File: src/rtl/adder_defs_pkg.sv
// Shared state encoding and sizing helpers
// for the serial adder/subtractor.
package adder_defs;

  typedef enum logic [1:0] {
    IDLE = 2'd0,
    RUN  = 2'd1,
    DONE = 2'd2
  } state_e;

  function automatic int idx_w(input int n);
    return (n > 1) ? $clog2(n) : 1;
  endfunction

endpackage

File: src/rtl/adder_slice_nbit.sv
// N-bit combinational ripple-carry slice
// built from per-bit full adders.
module adder_slice_nbit #(
  parameter int N = 4
) (
  input  logic [N-1:0] a,
  input  logic [N-1:0] b,
  input  logic         cin,
  output logic [N-1:0] s,
  output logic         cout,
  output logic         cmsb
);

  logic [N:0] c;

  assign c[0] = cin;

  for (genvar i = 0; i < N; i++) begin : g_fa
    assign s[i]   = a[i] ^ b[i] ^ c[i];
    assign c[i+1] = (a[i] & b[i]) | (c[i] & (a[i] ^ b[i]));
  end

  assign cout = c[N];
  // carry into the top bit; the top level xors it
  // with cout to form signed overflow
  assign cmsb = c[N-1];

endmodule

File: src/rtl/addsub_serial_nbit.sv
// Multi-cycle add/sub: SLICE bits per clock through
// one shared ripple slice, with Z/N/V/C and saturation.
module addsub_serial_nbit
  import adder_defs::*;
#(
  parameter int WIDTH = 16,
  parameter int SLICE = 4
) (
  input  logic             clk,
  input  logic             rst,
  input  logic             start,
  input  logic             sub,
  input  logic             sat_en,
  input  logic [WIDTH-1:0] a,
  input  logic [WIDTH-1:0] b,
  output logic             ready,
  output logic             busy,
  output logic             done,
  output logic [WIDTH-1:0] result,
  output logic             cout,
  output logic             ovf,
  output logic             zero,
  output logic             neg
);

  localparam int NSLICE = WIDTH / SLICE;
  localparam int IW = idx_w(NSLICE);
  localparam logic [IW-1:0] LAST = IW'(NSLICE - 1);

  state_e state_q;
  logic [WIDTH-1:0] a_q;
  logic [WIDTH-1:0] b_q;
  logic [WIDTH-1:0] acc_q;
  logic [IW-1:0]    idx_q;
  logic             carry_q;
  logic             sat_q;

  logic [SLICE-1:0] sl_a;
  logic [SLICE-1:0] sl_b;
  logic [SLICE-1:0] sl_s;
  logic             sl_co;
  logic             sl_cm;
  logic [WIDTH-1:0] raw_d;
  logic [WIDTH-1:0] res_d;
  logic             ovf_d;

  assign sl_a = a_q[int'(idx_q)*SLICE +: SLICE];
  assign sl_b = b_q[int'(idx_q)*SLICE +: SLICE];

  adder_slice_nbit #(
    .N(SLICE)
  ) u_slice (
    .a   (sl_a),
    .b   (sl_b),
    .cin (carry_q),
    .s   (sl_s),
    .cout(sl_co),
    .cmsb(sl_cm)
  );

  // new slice enters at the top; after NSLICE
  // shifts the register holds the full raw sum
  if (NSLICE > 1) begin : g_shift
    assign raw_d = {sl_s, acc_q[WIDTH-1:SLICE]};
  end else begin : g_single
    assign raw_d = sl_s;
  end

  assign ovf_d = sl_co ^ sl_cm;

  always_comb begin
    res_d = raw_d;
    if (sat_q && ovf_d)
      res_d = {a_q[WIDTH-1], {(WIDTH-1){~a_q[WIDTH-1]}}};
  end

  always_ff @(posedge clk) begin
    if (rst) begin
      state_q <= IDLE;
      a_q     <= '0;
      b_q     <= '0;
      acc_q   <= '0;
      idx_q   <= '0;
      carry_q <= 1'b0;
      sat_q   <= 1'b0;
      result  <= '0;
      cout    <= 1'b0;
      ovf     <= 1'b0;
      zero    <= 1'b0;
      neg     <= 1'b0;
    end else begin
      unique case (state_q)
        IDLE, DONE: begin
          if (start) begin
            a_q     <= a;
            b_q     <= b ^ {WIDTH{sub}};
            sat_q   <= sat_en;
            carry_q <= sub;
            idx_q   <= '0;
            state_q <= RUN;
          end else begin
            state_q <= IDLE;
          end
        end
        RUN: begin
          acc_q   <= raw_d;
          carry_q <= sl_co;
          idx_q   <= idx_q + 1'b1;
          if (idx_q == LAST) begin
            result  <= res_d;
            cout    <= sl_co;
            ovf     <= ovf_d;
            zero    <= (res_d == '0);
            neg     <= res_d[WIDTH-1];
            state_q <= DONE;
          end
        end
        default: state_q <= IDLE;
      endcase
    end
  end

  assign ready = (state_q != RUN);
  assign busy  = (state_q == RUN);
  assign done  = (state_q == DONE);

endmodule

File: config.mk
export PLATFORM = sky130hd
export DESIGN_NAME = addsub_serial_nbit
export DESIGN_NICKNAME = d
export VERILOG_FILES = /design/src/rtl/adder_defs_pkg.sv /design/src/rtl/adder_slice_nbit.sv /design/src/rtl/addsub_serial_nbit.sv
export SDC_FILE = /design/constraint.sdc
export NUM_CORES = 1
export LEC_CHECK = 0
export BUFFER_PORTS_ARGS = -buffer_cell sky130_fd_sc_hd__buf_2
export CORE_MARGIN = 4
export CORE_UTILIZATION = 50
export CTS_BUF_LIST = sky130_fd_sc_hd__clkbuf_4 sky130_fd_sc_hd__clkbuf_8
export DETAILED_ROUTE_END_ITERATION = 6
export PLACE_DENSITY = 0.74
export SKIP_CTS_REPAIR_TIMING = 1
export SKIP_LAST_GASP = 1
export SYNTH_ARGS = -nofsm -noshare
export SYNTH_HDL_FRONTEND = slang
export SYNTH_SLANG_ARGS = --single-unit
File: constraint.sdc
create_clock -name clk -period 7.3 [get_ports clk]
set_input_delay 0 -clock clk [delete_from_list [all_inputs] [get_ports clk]]
set_output_delay 0 -clock clk [all_outputs]
set_load 0.1 [all_outputs]
==> results.yml, run 1 <==
outcome:
  status: "finished, final reports clean"
power:
  vdd_drop_max_mv: 0.169
  power_density_nw_per_um2: 238
  cellLeakagePower_nw: 1.49
clocking:
  cts_max_level: 3
  cts.reportedPaths.clkPinSlew_ps: 70
  clockBufferDepth: 2
  clock-root-buffer: "clkbuf_8"
  cts_tree: "built"
  cts-buffers-inserted: 9
  worstSkewPairLatency_ps: 350
  cts.sinks: 69
drt:
  drt-total-wl_um: 6450
  detail_route.wl_per_cell_um: 13.7
  first_pass_iters: 4
  vias_per_cell: 5.17
  ant_nets: 0
  vias: 2438
  drt_iter0_drc: 129
  drt_drc_violations_left: 0
setup_path:
  critPathCaptureType: "flip-flop"
  r2r_slack_ps: 3150
  crit_fanout: 15
  startpoint_type: "flip-flop"
  worstPathArrival_ps: 4420
  path_class: "reg2reg"
  crit_required_ps: 7570
synth:
  syn_inst: 319
  yosys-top-cells-area: "dfxtp_1 47%, nand2_1 7.8%, mux4_2 6.1%"
  syn_area_um2: 2950
  synth_edf_count: 0
  synth-async-reset-ratio_pct: 0
  post-synth-top-area-fraction_pct: 46.8
  syn_nets: 361
  ys_types: 32
  synth-seq-cells: 69
  netlist_top_cells_count: "69 x dfxtp_1, 61 x nand2_1, 43 x nor2_1"
  ys_seq_area_share_pct: 46.8
  yosysTopAreaCell: "dfxtp_1"
  ys.flop_type: "dfxtp_1"
  yosys_warnings: 0
  synth.most_common_cell: "dfxtp_1"
  syn_area_per_cell_um2: 9.25
sta:
  rsz0062_at_grt: "no"
  hold_violations: 0
  setup_ws_ps: 3150
  holdWs_ps: 209
  fin_crit_ps: 4150
  worstMarginPinSlew_ps: 1010
  fin_tns_setup_ps: 0
  setup_viol: 0
  period_share_pct: 56.8
  slew_viol_final: 0
  clock_skew_ps: 8.72
  clock.fmax_ghz: 0.241
  slew_headroom_pct: 32.3
run:
  cap_violations: 0
placed_design:
  place_ws_ps: 3140
  io_buffers: 59
  hpwlAfterDp_um: 4090
  placed_area_um2: 3220
  place_congestion: 0.756
finish:
  n_fill_cell: 468
  syn2layout_area_growth_pct: 28.5
  nNetsFinal: 437
  drive_gt1_share_pct: 24.3
  final-seq-area_um2: 1380
  final_area_um2: 3790
  n_antenna_cell: 0
  multi_input_area_um2: 1440
floorplanning:
  io_pins: 60
  core_area_um2: 5610
  die_x_um: 84.8
  die_y_um: 84.8
  rows: 27
  initial_core_util_pct: 52.6
  die-area_um2: 7190
global_routing:
  track_usage_pct: 17.7
  grt_overflow_total: 0
  grt_pass1_vias: 2214
  grt_start_max_net_pins: 57
  grt_antenna_before_repair: 0
  grt_pass1_wl_um: 10200
min_path:
  hold_class: "in2reg"
cell type report:
class	instances	share of cell area, %
Clock inverter	7	3.00
Sequential cell	69	36.4
Clock buffer	9	3.27
Multi-Input combinational cell	219	37.9
Inverter	4	0.462
Timing Repair Buffer	92	16.5
Tap cell	72	2.38
placed cells by master, fill, tap and decap left out, types with 2 or more instances in the layout:
master and instances:
buf_2 59, mux4_2 8, nor4_1 3, nor2_1 43, o2bb2ai_1 5, bufinv_16 3, xnor2_1 17, o2bb2ai_2 10
inv_1 3, clkbuf_8 9, nand2b_1 2, nand2_1 61, fa_1 4, a21oi_1 33, dlygate4sd3_1 33, clkinv_2 3
a211oi_1 18, dfxtp_1 69, and2_1 2
logic make-up after synthesis:
logic type / after synthesis / share of synthesized area, %
mux: 8 / 6.11
xor+xnor: 17 / 5.05
fa+ha+maj: 5 / 3.14
compound gates: 69 / 17.5
buf+inv: 31 / 4.71
simple gates: 120 / 16.7
flops: 69 / 46.8
path summary, 6_finish.rpt:
kind / depth (start not counted) / to / start
worst max-delay path: 10 / result[2]$_SDFFE_PP0P_ / idx_q[0]$_SDFFE_PP0P_
worst min-delay path: 3 / b_q[4]$_SDFFE_PP0P_ / sub
worst max register to register: 10 / result[2]$_SDFFE_PP0P_ / idx_q[0]$_SDFFE_PP0P_
worst min register to register: 2 / a_q[6]$_SDFFE_PP0P_ / a_q[6]$_SDFFE_PP0P_
worst max-delay path, cell delays in order, from the launching register on:
cell       delay (ps)
dfxtp_1           710
mux4_2            600
fa_1              420
fa_1              410
fa_1              430
inv_1             100
fa_1              230
xnor2_1           110
and3_1            200
or3_1             600
o2bb2ai_1         250
sequential cells by signal, indices dropped and copies added, names as in the netlist:
signal   flops
a_q         16
acc_q       12
b_q         16
carry_q      1
cout         1
idx_q        2
ovf          1
result      16
sat_q        1
state_q      2
zero         1
where the power goes:
group          internal [W]  switching, W
registers          0.000394     0.0000138
clock network      0.000226      0.000147
logic             0.0000558     0.0000656
stage by stage:
step | power [W] | instances | utilization (%)
finish | 0.000902 | 472 | 67.6
global placement | 0.000522 | 423 | 57.5
CTS | 0.000892 | 439 | 61.7
detailed placement | 0.000524 | 423 | 57.5
floorplan | 0.000496 | 319 | -
global route | 0.000940 | 472 | 67.6
per-layer routing:
metal	vias to the layer above	track usage [%]	wire length [µm]	part of all wire, %
li1	1239	-	-	-
met1	1136	21.1	2810	44
met2	56	29.3	3230	50
met3	7	7.09	342	5.3
met4	0	5.61	62	0.96
met5	-	0	0	0
(Power assumes the default switching activity.)
==> run 2: changes to the inputs <==
Settings changed: PLACE_DENSITY 0.74 to 0.77.
Clock period 7.3 ns to 3.7 ns, I/O delays scaled along.
==> run 2 against run 1 <==
Power increased by 90%. Register-to-register slack got worse by 3000 ps. Hold slack got worse by 88 ps. Critical path type unchanged. Clock skew about the same. Sequential power increased by 97%. Fmax increased by 18%. Final cell count increased by 1.7%.
==> results.yml, run 2 (synthesis gave the netlist of run 1 again) <==
outcome:
  status: "finished, final reports clean"
drt:
  drt_iter0_drc: 109
  first_pass_iters: 4
  ant_nets: 0
  vias_per_cell: 5.11
  drt_drc_violations_left: 0
  detail_route.wl_per_cell_um: 14.1
  vias: 2455
  drt-total-wl_um: 6750
clocking:
  clock-root-buffer: "clkbuf_8"
  worstSkewPairLatency_ps: 350
  clockBufferDepth: 2
  cts.reportedPaths.clkPinSlew_ps: 70
  cts_tree: "built"
  cts-buffers-inserted: 9
  cts.sinks: 69
  cts_max_level: 3
finish:
  drive_gt1_share_pct: 26.0
  syn2layout_area_growth_pct: 29.7
  final_common_cell: "dfxtp_1"
  nNetsFinal: 445
  final_area_um2: 3830
  reg.largest.list: "a_q (16), b_q (16), result (16)"
  layout_common_cells: "68 x dfxtp_1, 61 x nand2_1, 59 x buf_2"
  n_antenna_cell: 0
  utilization_pct: 68.3
sta:
  fin_crit_ps: 3520
  worstMarginPinSlew_ps: 1010
  rsz0062_at_grt: "no"
  slew_headroom_pct: 32.5
  clock.fmax_ghz: 0.284
  setup_viol: 0
  hold_violations: 0
  clock_skew_ps: 8.65
  setup_ws_ps: 177
  period_share_pct: 95.2
  fin_tns_setup_ps: 0
  slew_viol_final: 0
floorplanning:
  die-area_um2: 7190
  initial_core_util_pct: 52.6
  core_area_um2: 5610
  rows: 27
  die_y_um: 84.8
  die_x_um: 84.8
  io_pins: 60
placed_design:
  place_ws_ps: 142
  hpwlAfterDp_um: 4360
  io_buffers: 59
  placed_area_um2: 3280
  place_congestion: 0.851
min_path:
  min_path_cells: 4
  worstHoldEndpoint: "a_q[12]$_SDFFE_PP0P_"
  hp-start: "start"
  hold_class: "in2reg"
global_routing:
  use_met1_pct: 21.6
  grt_pass1_wl_um: 10400
  grt_antenna_before_repair: 0
  track_usage_pct: 18.1
  grt_start_max_net_pins: 57
  gr-usage-met2_pct: 30.7
  grt_pass1_vias: 2189
  grt_overflow_total: 0
  grt.busiest_layer: "met2"
  met3_usage_pct: 5.92
setup_path:
  worstPathArrival_ps: 3800
  reg2reg_to: "result[14]$_SDFFE_PP0P_"
  reg2reg_from: "idx_q[0]$_SDFFE_PP0P_"
  rr_worst_depth: 11
  r2r_slack_ps: 180
  startpoint_type: "flip-flop"
  path_class: "reg2reg"
  critPathCaptureType: "flip-flop"
  crit_required_ps: 3980
  crit_fanout: 9
power:
  vdd_drop_max_mv: 0.368
  power_density_nw_per_um2: 447
  cellLeakagePower_nw: 1.51
  p_total_w: 0.00171
run:
  cap_violations: 0
==> run 2: cell types whose count changed in the layout (fill, tap and decap cells not counted) <==
cell / before / now
bufinv_16: 3 / 2
dfxtp_1: 69 / 68
buf_4: 0 / 8
dfxtp_2: 0 / 1
clkinvlp_4: 0 / 2
clkinv_4: 1 / 0
==> run 2: per-stage QoR <==
| stage | hold slack [ps] | std cells |
|---|---|---|
| 3_3_place_gp | 241 | 431 |
| 6_report | 121 | 480 |
| 2_1_floorplan | 136 | 319 |
| 3_5_place_dp | 246 | 431 |
| 5_1_grt | 127 | 480 |
| 4_1_cts | -127 | 447 |
==> run 2: cell type report <==
class	count	area [µm²]
flip-flops and latches	69	1380
well taps	72	90.1
clock buffers	9	124
clock inverters	7	90.1
inverters	4	17.5
multi-input cells	219	1440
repair buffers	100	686
fillers	461	1780
==> run 2: how the worst max path moves through the flow <==
stage / from / end / slack [ps] / cells after the start
floorplan: idx_q[0]$_SDFFE_PP0P_ / zero$_SDFFE_PP0P_ / 10 / 12
global placement: idx_q[0]$_SDFFE_PP0P_ / result[0]$_SDFFE_PP0P_ / 230 / 11
detailed placement: idx_q[0]$_SDFFE_PP0P_ / result[14]$_SDFFE_PP0P_ / 140 / 11
CTS: idx_q[0]$_SDFFE_PP0P_ / result[4]$_SDFFE_PP0P_ / 130 / 11
global route: idx_q[0]$_SDFFE_PP0P_ / result[0]$_SDFFE_PP0P_ / 20 / 11
finish: idx_q[0]$_SDFFE_PP0P_ / result[14]$_SDFFE_PP0P_ / 180 / 11
==> run 2: critical path, stage by stage, from the launching register on <==
cell and delay (ps):
dfxtp_2 370, mux4_2 530, fa_1 420, fa_1 390
fa_1 420, inv_1 100, fa_1 230, xnor2_1 130
and3_1 210, or3_1 340, buf_4 190, o2bb2ai_1 120
==> run 2: layer usage <==
layer | vias up | part of all wire, %
li1 | 1254 | -
met1 | 1119 | 42
met2 | 70 | 50
met3 | 12 | 5.8
met4 | 0 | 1.4
met5 | - | 0
==> run 2: power breakdown <==
group	total, W	internal [W]	switching, W	leakage (nW)
Combinational	0.000249	0.000115	0.000135	0.842
Sequential	0.000804	0.000779	0.0000250	0.564
Clock	0.000656	0.000375	0.000281	0.105
==> run 3: changes to the inputs <==
Settings changed: CORE_UTILIZATION 50 to 49, CTS_BUF_LIST sky130_fd_sc_hd__clkbuf_4 sky130_fd_sc_hd__clkbuf_8 to unset, PLACE_DENSITY 0.77 to 0.75.
==> run 3 against run 2 <==
First-iteration DRC count increased by 52%. Clock-buffer cell count up 1. Largest cell class unchanged. Clock power fell by 7.8%. Power is 3.2% lower. Flip-flop and latch count did not move. Critical path depth fell by 1. Register-to-register slack better by 20 ps. Critical endpoint is now zero$_SDFFE_PP0P_. Worst setup slack gained 20 ps. Hold slack got worse by 110 ps.
==> results.yml, run 3 (synthesis gave the netlist of run 1 again) <==
outcome:
  status: "finished, final reports clean"
drt:
  ant_nets: 0
  vias: 2441
  drt_iter0_drc: 166
  vias_per_cell: 5.12
  detail_route.wl_per_cell_um: 13.5
  first_pass_iters: 4
  drt_drc_violations_left: 0
  drt-total-wl_um: 6440
sta:
  fin_tns_setup_ps: 0
  hold_violations: 0
  clock.fmax_ghz: 0.285
  setup_viol: 0
  slew_viol_final: 0
  worstMarginPinSlew_ps: 989
  rsz0062_at_grt: "no"
  period_share_pct: 94.7
  slew_headroom_pct: 34.0
  fin_crit_ps: 3500
  holdWs_ps: 8.60
  clock_skew_ps: 7.44
min_path:
  hold_class: "in2reg"
  hp-start: "b[10]"
clocking:
  cts.reportedPaths.clkPinSlew_ps: 70
  clock-root-buffer: "clkbuf_8"
  cts_tree: "built"
  worstSkewPairLatency_ps: 340
  cts.sinks: 69
  cts-buffers-inserted: 9
  clockBufferDepth: 2
  cts_max_level: 3
global_routing:
  grt_antenna_before_repair: 0
  track_usage_pct: 17.6
  grt_overflow_total: 0
  grt_start_max_net_pins: 57
  grt_pass1_vias: 2293
  grt_pass1_wl_um: 10500
floorplanning:
  rows: 27
  die_x_um: 85.6
  initial_core_util_pct: 52.0
  io_pins: 60
  die_y_um: 85.6
  core_area_um2: 5680
  die-area_um2: 7330
setup_path:
  reg2reg_from: "idx_q[0]$_SDFFE_PP0P_"
  crit_fanout: 4
  worstPathArrival_ps: 3770
  crit_required_ps: 3960
  critPathCaptureType: "flip-flop"
  startpoint_type: "flip-flop"
  crit_path_start: "idx_q[0]$_SDFFE_PP0P_"
  path_class: "reg2reg"
power:
  vdd_drop_max_mv: 0.289
  cellLeakagePower_nw: 1.49
  power_density_nw_per_um2: 436
finish:
  syn2layout_area_growth_pct: 28.6
  final_common_cell: "dfxtp_1"
  utilization_pct: 66.9
  layout_common_cells: "68 x dfxtp_1, 61 x nand2_1, 59 x buf_2"
  n_antenna_cell: 0
  nNetsFinal: 442
  reg.largest.list: "a_q (16), b_q (16), result (16)"
  drive_gt1_share_pct: 25.9
placed_design:
  place_congestion: 0.819
  io_buffers: 59
  hpwlAfterDp_um: 4310
run:
  cap_violations: 0
## run 3: stage by stage
stage / worst slack (ps) / total power [W] / cell area (µm²) / instances
2_1_floorplan: 12.4 / 0.000978 / 2950 / 319
3_3_place_gp: 230 / 0.00103 / 3270 / 429
3_5_place_dp: 118 / 0.00104 / 3270 / 429
4_1_cts: 104 / 0.00164 / 3470 / 445
5_1_grt: 9.51 / 0.00173 / 3790 / 477
6_report: 197 / 0.00165 / 3790 / 477
## run 3: layout make-up
cell class                      instances  area (µm²)
Sequential cell                        69        1380
Clock buffer                           10         138
Timing Repair Buffer                   97         664
Fill cell                             461        1880
Inverter                                4        17.5
Clock inverter                          6        62.6
Multi-Input combinational cell        219        1440
Tap cell                               72        90.1
## run 3: worst paths after layout
| check | cells past startpoint | slack (ps) | to |
|---|---|---|---|
| max | 10 | 200 | zero$_SDFFE_PP0P_ |
| min | 3 | 9 | b_q[10]$_SDFFE_PP0P_ |
| max reg2reg | 10 | 200 | zero$_SDFFE_PP0P_ |
| min reg2reg | 2 | 450 | a_q[10]$_SDFFE_PP0P_ |
## run 3: critical path: stages, from the launching register on
cell     delay [ps]
dfxtp_2         370
mux4_2          520
fa_1            420
fa_1            410
fa_1            420
inv_1           110
fa_2            240
xnor2_1         120
and2_1          190
or4_1           500
a21oi_1         140
## run 3: routing by layer
layer  up-vias  global-route usage (%)  share of wire [%]
li1       1247                       -                  -
met1      1131                    21.9                 44
met2        51                    29.2                 50
met3        12                    5.28                4.6
met4         0                    5.90                1.6
met5         -                       0                  0
## run 3: power by group
| part | switching [W] | internal (W) |
|---|---|---|
| clock | 0.000279 | 0.000327 |
| sequential | 0.0000228 | 0.000778 |
| combinational | 0.000134 | 0.000113 |
| total | 0.000435 | 0.00122 |
